[src/rtl/spi_target.sv]
// spi_target: SPI mode-0 target port with a small RX FIFO and a TX holding register.
// SPI pins are oversampled in clk_sys_i; all state lives in the system clock domain.
module spi_target #(
    parameter int unsigned RxDepth  = 4,
    parameter logic [7:0]  FillByte = 8'hFF
) (
    input  logic       clk_sys_i,
    input  logic       rst_sys_ni,
    input  logic       spi_sck_i,
    input  logic       spi_cs_ni,
    input  logic       spi_copi_i,
    output logic       spi_cipo_o,
    output logic       spi_cipo_en_o,
    output logic [7:0] rx_data_o,
    output logic       rx_valid_o,
    input  logic       rx_ready_i,
    input  logic [7:0] tx_data_i,
    input  logic       tx_valid_i,
    output logic       tx_ready_o,
    output logic       cs_active_o,
    output logic       frame_end_o,
    output logic       rx_overflow_o,
    output logic       tx_underrun_o
);
    localparam int unsigned PtrW = $clog2(RxDepth);

    typedef enum logic {
        StIdle,
        StActive
    } state_t;

    state_t        state;
    logic [2:0]    sck_q;
    logic [2:0]    cs_q;
    logic [1:0]    copi_q;
    logic          sck_rise;
    logic          sck_fall;
    logic          cs_fall;
    logic          cs_rise;
    logic          copi_sync;
    logic [2:0]    bit_cnt;
    logic [6:0]    rx_shift;
    logic [7:0]    tx_shift;
    logic [7:0]    hold_data;
    logic          hold_full;
    logic [7:0]    next_tx;
    logic          tx_take;
    logic          byte_done;
    logic          rx_pop;
    logic          rx_full;
    logic          rx_push;
    logic [PtrW:0] wr_ptr;
    logic [PtrW:0] rd_ptr;
    logic [7:0]    mem [RxDepth];

    // CS syncs reset to the idle (high) level so release never looks like an edge.
    always_ff @(posedge clk_sys_i or negedge rst_sys_ni) begin
        if (!rst_sys_ni) begin
            sck_q  <= 3'b000;
            cs_q   <= 3'b111;
            copi_q <= 2'b00;
        end else begin
            sck_q  <= {sck_q[1:0], spi_sck_i};
            cs_q   <= {cs_q[1:0], spi_cs_ni};
            copi_q <= {copi_q[0], spi_copi_i};
        end
    end

    assign sck_rise  = sck_q[1] & ~sck_q[2];
    assign sck_fall  = ~sck_q[1] & sck_q[2];
    assign cs_fall   = ~cs_q[1] & cs_q[2];
    assign cs_rise   = cs_q[1] & ~cs_q[2];
    assign copi_sync = copi_q[1];

    // CS rising wins over a coincident SCK edge, so the final SCK fall of a
    // frame never pulls another TX byte.
    assign tx_take = ((state == StIdle) & cs_fall)
                   | ((state == StActive) & ~cs_rise & sck_fall
                      & (bit_cnt == 3'd0));
    assign byte_done = (state == StActive) & ~cs_rise & sck_rise
                     & (bit_cnt == 3'd7);
    assign next_tx = hold_full ? hold_data : FillByte;

    assign tx_ready_o = ~hold_full;
    assign rx_valid_o = (wr_ptr != rd_ptr);
    assign rx_full    = (wr_ptr[PtrW] != rd_ptr[PtrW])
                      && (wr_ptr[PtrW-1:0] == rd_ptr[PtrW-1:0]);
    assign rx_pop     = rx_valid_o & rx_ready_i;
    assign rx_push    = byte_done & (~rx_full | rx_pop);
    assign rx_data_o  = mem[rd_ptr[PtrW-1:0]];
    assign spi_cipo_o = tx_shift[7];

    // Holding register: a load into an empty register coincident with a take
    // leaves it full because the take already used FillByte.
    always_ff @(posedge clk_sys_i or negedge rst_sys_ni) begin
        if (!rst_sys_ni) begin
            hold_data <= 8'h00;
            hold_full <= 1'b0;
        end else if (tx_valid_i && !hold_full) begin
            hold_data <= tx_data_i;
            hold_full <= 1'b1;
        end else if (tx_take) begin
            hold_full <= 1'b0;
        end
    end

    // RX FIFO storage and pointers; full+pop+push overwrites the popped slot.
    always_ff @(posedge clk_sys_i or negedge rst_sys_ni) begin
        if (!rst_sys_ni) begin
            wr_ptr <= '0;
            rd_ptr <= '0;
            for (int unsigned i = 0; i < RxDepth; i++) begin
                mem[i] <= 8'h00;
            end
        end else begin
            if (rx_push) begin
                mem[wr_ptr[PtrW-1:0]] <= {rx_shift, copi_sync};
                wr_ptr <= wr_ptr + 1'b1;
            end
            if (rx_pop) begin
                rd_ptr <= rd_ptr + 1'b1;
            end
        end
    end

    // Frame FSM: shift registers, bit counter and the one-cycle status pulses.
    always_ff @(posedge clk_sys_i or negedge rst_sys_ni) begin
        if (!rst_sys_ni) begin
            state         <= StIdle;
            bit_cnt       <= 3'd0;
            rx_shift      <= 7'd0;
            tx_shift      <= 8'd0;
            cs_active_o   <= 1'b0;
            spi_cipo_en_o <= 1'b0;
            frame_end_o   <= 1'b0;
            rx_overflow_o <= 1'b0;
            tx_underrun_o <= 1'b0;
        end else begin
            frame_end_o   <= 1'b0;
            rx_overflow_o <= 1'b0;
            tx_underrun_o <= 1'b0;
            unique case (state)
                StIdle: begin
                    if (cs_fall) begin
                        state         <= StActive;
                        cs_active_o   <= 1'b1;
                        spi_cipo_en_o <= 1'b1;
                        bit_cnt       <= 3'd0;
                        tx_shift      <= next_tx;
                        tx_underrun_o <= ~hold_full;
                    end
                end
                StActive: begin
                    if (cs_rise) begin
                        state         <= StIdle;
                        cs_active_o   <= 1'b0;
                        spi_cipo_en_o <= 1'b0;
                        frame_end_o   <= 1'b1;
                        bit_cnt       <= 3'd0;
                        tx_shift      <= 8'd0;
                    end else if (sck_rise) begin
                        rx_shift      <= {rx_shift[5:0], copi_sync};
                        bit_cnt       <= bit_cnt + 3'd1;
                        rx_overflow_o <= byte_done & rx_full & ~rx_pop;
                    end else if (sck_fall) begin
                        if (bit_cnt == 3'd0) begin
                            tx_shift      <= next_tx;
                            tx_underrun_o <= ~hold_full;
                        end else begin
                            tx_shift <= {tx_shift[6:0], 1'b0};
                        end
                    end
                end
                default: state <= StIdle;
            endcase
        end
    end
endmodule

[config.mk]
export PLATFORM = sky130hd
export DESIGN_NAME = spi_target
export DESIGN_NICKNAME = d
export VERILOG_FILES = /design/src/rtl/spi_target.sv
export SDC_FILE = /design/constraint.sdc
export NUM_CORES = 1
export LEC_CHECK = 0
export ABC_AREA = 0
export CAP_MARGIN = 20
export CORE_UTILIZATION = 61
export CTS_CLUSTER_DIAMETER = 200
export DETAILED_ROUTE_END_ITERATION = 10
export PLACE_DENSITY = 0.84
export SETUP_SLACK_MARGIN = 0.3
export SKIP_LAST_GASP = 1
export SYNTH_ARGS = -nofsm -noshare
export SYNTH_HDL_FRONTEND = slang
export SYNTH_SLANG_ARGS = --single-unit
export TNS_END_PERCENT = 1
[constraint.sdc]
create_clock -name clk_sys_i -period 3.75 [get_ports clk_sys_i]
set_clock_uncertainty 0.05 [all_clocks]
set_input_delay 0.75 -clock clk_sys_i [delete_from_list [all_inputs] [get_ports clk_sys_i]]
set_output_delay 0.75 -clock clk_sys_i [all_outputs]
set_load 0.01 [all_outputs]
==> metrics.txt <==
Die X ~77 um; via count around 2000; # nets final about 290; vias per cell around 5.9; combinational share of power between 10% and 20%; detailed-router iteration count before antenna repair 7; Int Power between 0.0015 and 0.002 W; Tot GR Track Use between 20% and 30%; RSZ-0062 raised after global routing false; Area Overhead vs Synth 16.5%; Initial Util 64.9%; Die Ht roughly 77 um; Seq pwr share 50.5%; Seq/Total Area, Yosys around 57%; Yosys top cell area share a little over half; leakage power total 1.84 nW; largest net degree at the start of global routing 79; worst vdd ir between 0.4 and 0.5 mV; hold buffers post-CTS 0; syn_nets ~260; core area 5270 sq um; worst rel slew slack a little under two fifths; # diodes 0; CP max stage cell dfrtp_1; RePlAce Congestion around 0.75; Hold Vio Cnt, Final 0; largest area contributor in the netlist dfrtp_1; Max stage delay on crit path 760 ps; overall power around 0.0023 W; final core occ approximately three quarters; dpl cells about 330; Cell Count, Final, Fillers Out 340; type of the worst min-delay path flip-flop to flip-flop; antenna violations before repair 0; Max-cap violations 0; Slew Limit Fails 0; I/O Buffers 30; Tmin final between 3000 and 4000 ps; Place WS ~1000 ps; Synth area leaders dfrtp_1 55%, mux2_2 16%, mux4_1 4.6%; Yosys cell types 35; required time worst endpoint ~3000 ps; full die area 5910 sq um; wire length of the first global-routing pass between 9 and 10 mm; Top FF cell, synth dfrtp_1; CTS max path bufs 2; dpl hpwl approximately 3.8 mm; row count 26; mean area per synthesized cell 14.7 sq um; NetSw roughly 0.00065 W; maximum fanout along the worst path 11; ANT nets after route 0; crit path cell chain mux4_1 -> clkdlybuf4s50_1; post-route setup slack roughly 680 ps; Final Setup Violations 0; Worst setup EP type output port; synthesis warning total 0; number of buffers added for setup after CTS 0; clk_lat worst skew ~340 ps; Async S/R FF share, synth 100%; worst-margin pin slew approximately 940 ps; share of layout cells above drive strength 1 30.7%; Root Driver clkbuf_8; CTS tree built; Final period util about four fifths; FMAX roughly 330 MHz; WS Path Type flip-flop to output port; Num Clock Sinks 78; Synth Cell Area between 3000 and 4000 sq um; Startpoint Class flip-flop; Synth Instances ~230; grt ovf 0; vias in the first global route 2030; io pins 31; H-tree depth 3; Inserted Clock Buffers 9; TNS Setup 0 ps; Post-synth EDFFs 0; Iter 0 DRT Violations 97; power share of the clock group 29.9%; number of synthesized register bits between 70 and 80; outcome complete, no violations; register clock-pin slew on the reported worst setup and hold paths roughly 70 ps; Worst Path Arrival around 2300 ps; WL/cell 17.3 um; DR DRC count 0; Sw Ratio ~28%; pwr/cell area a little under 600 nW/um^2; post_cts resized 0; WL final between 5 and 6 mm
## power by group through the flow
stage,Clock (W),Combinational (W),Sequential (W)
after floorplan,0,0.000399,0.00110
after global placement,0,0.000446,0.00118
after detailed placement,0,0.000460,0.00119
after CTS,0.000712,0.000461,0.00118
after global routing,0.000743,0.000503,0.00121
final,0.000697,0.000457,0.00118
## worst paths after layout
kind	startpoint	endpoint	slack (ps)	cells past startpoint
worst max-delay path	rd_ptr[0]	rx_data_o[1]	680	2
worst min-delay path	sck_q[0]	sck_q[1]	300	0
worst max register to register	rd_ptr[0]	mem[10]	1260	4
worst min register to register	sck_q[0]	sck_q[1]	300	0
max in group asynchronous	rst_sys_ni	mem[9]	2550	1
min in group asynchronous	rst_sys_ni	cs_active_o	500	1
## layout by cell type (no fill, tap or decap), types with 4 or more instances in the layout
master and n:
a222oi_1 7, mux2_2 49, nor2b_1 4, o21ba_2 7, nor2_1 4, o21ai_0 5, nand2b_1 10, clkdlybuf4s50_1 29
dfrtp_1 75, inv_1 7, ha_1 8, clkbuf_8 11, nand4_1 4, mux4_1 6, nand2_1 8
## per-stage QoR
stage	area, sq um	hold slack, ps
after global routing	3990	309
after global placement	3760	284
after CTS	3990	302
after detailed placement	3760	285
final	3990	301
after floorplan	3420	281
## critical path, delay by kind of cell, from the launching register on
kind	cells	cell delay [ps]
flops	1	760
buf+inv	1	500
mux	1	660
## final cells by class
class,count,area [sq um]
Tap cell,70,87.6
Inverter,7,26.3
Timing Repair Buffer,31,305
Fill cell,331,1280
Multi-Input combinational cell,139,1390
Clock inverter,3,67.6
Clock buffer,12,155
Sequential cell,78,1960
## logic make-up (layout without fill, tap and decap cells)
group | count (synthesis) | after routing | share of synthesized area, %
xor gates and xnor gates | 6 | 6 | 1.54
and+or+nand+nor | 42 | 42 | 7.75
adders and majority gates | 8 | 8 | 2.93
AOI/OAI and AO/OA | 25 | 25 | 6.07
DFF | 78 | 78 | 57.1
muxes | 58 | 58 | 22.3
buffers and inverters | 16 | 53 | 2.23
## synthesized netlist by cell type (2+ instances only)
library cell,number
nor2_1,4
buf_4,2
o21ai_1,2
nand3_1,3
nor2b_1,4
inv_1,7
dfstp_2,3
dfrtp_1,75
xor2_1,3
nand4_1,4
nand2b_1,10
clkbuf_1,5
nand2_1,8
o21ba_2,7
xnor2_1,3
ha_1,8
mux2_2,49
mux4_1,6
a222oi_1,7
o21ai_0,5
nor3b_2,3
mux4_2,2
## per-layer routing
metal	track usage [%]	part of all wire, %
met1	32.7	47
met2	33.4	48
met3	5.36	3.9
met4	9.23	1.3
met5	0	0
## registers in the layout, indices dropped and copies added (netlist names), 2 cells and up
register   cells
mem           32
hold_data      8
tx_shift       8
rx_shift       7
bit_cnt        3
cs_q           3
rd_ptr         3
sck_q          3
wr_ptr         3
copi_q         2
Note: power is estimated with default switching activity, not from simulation.
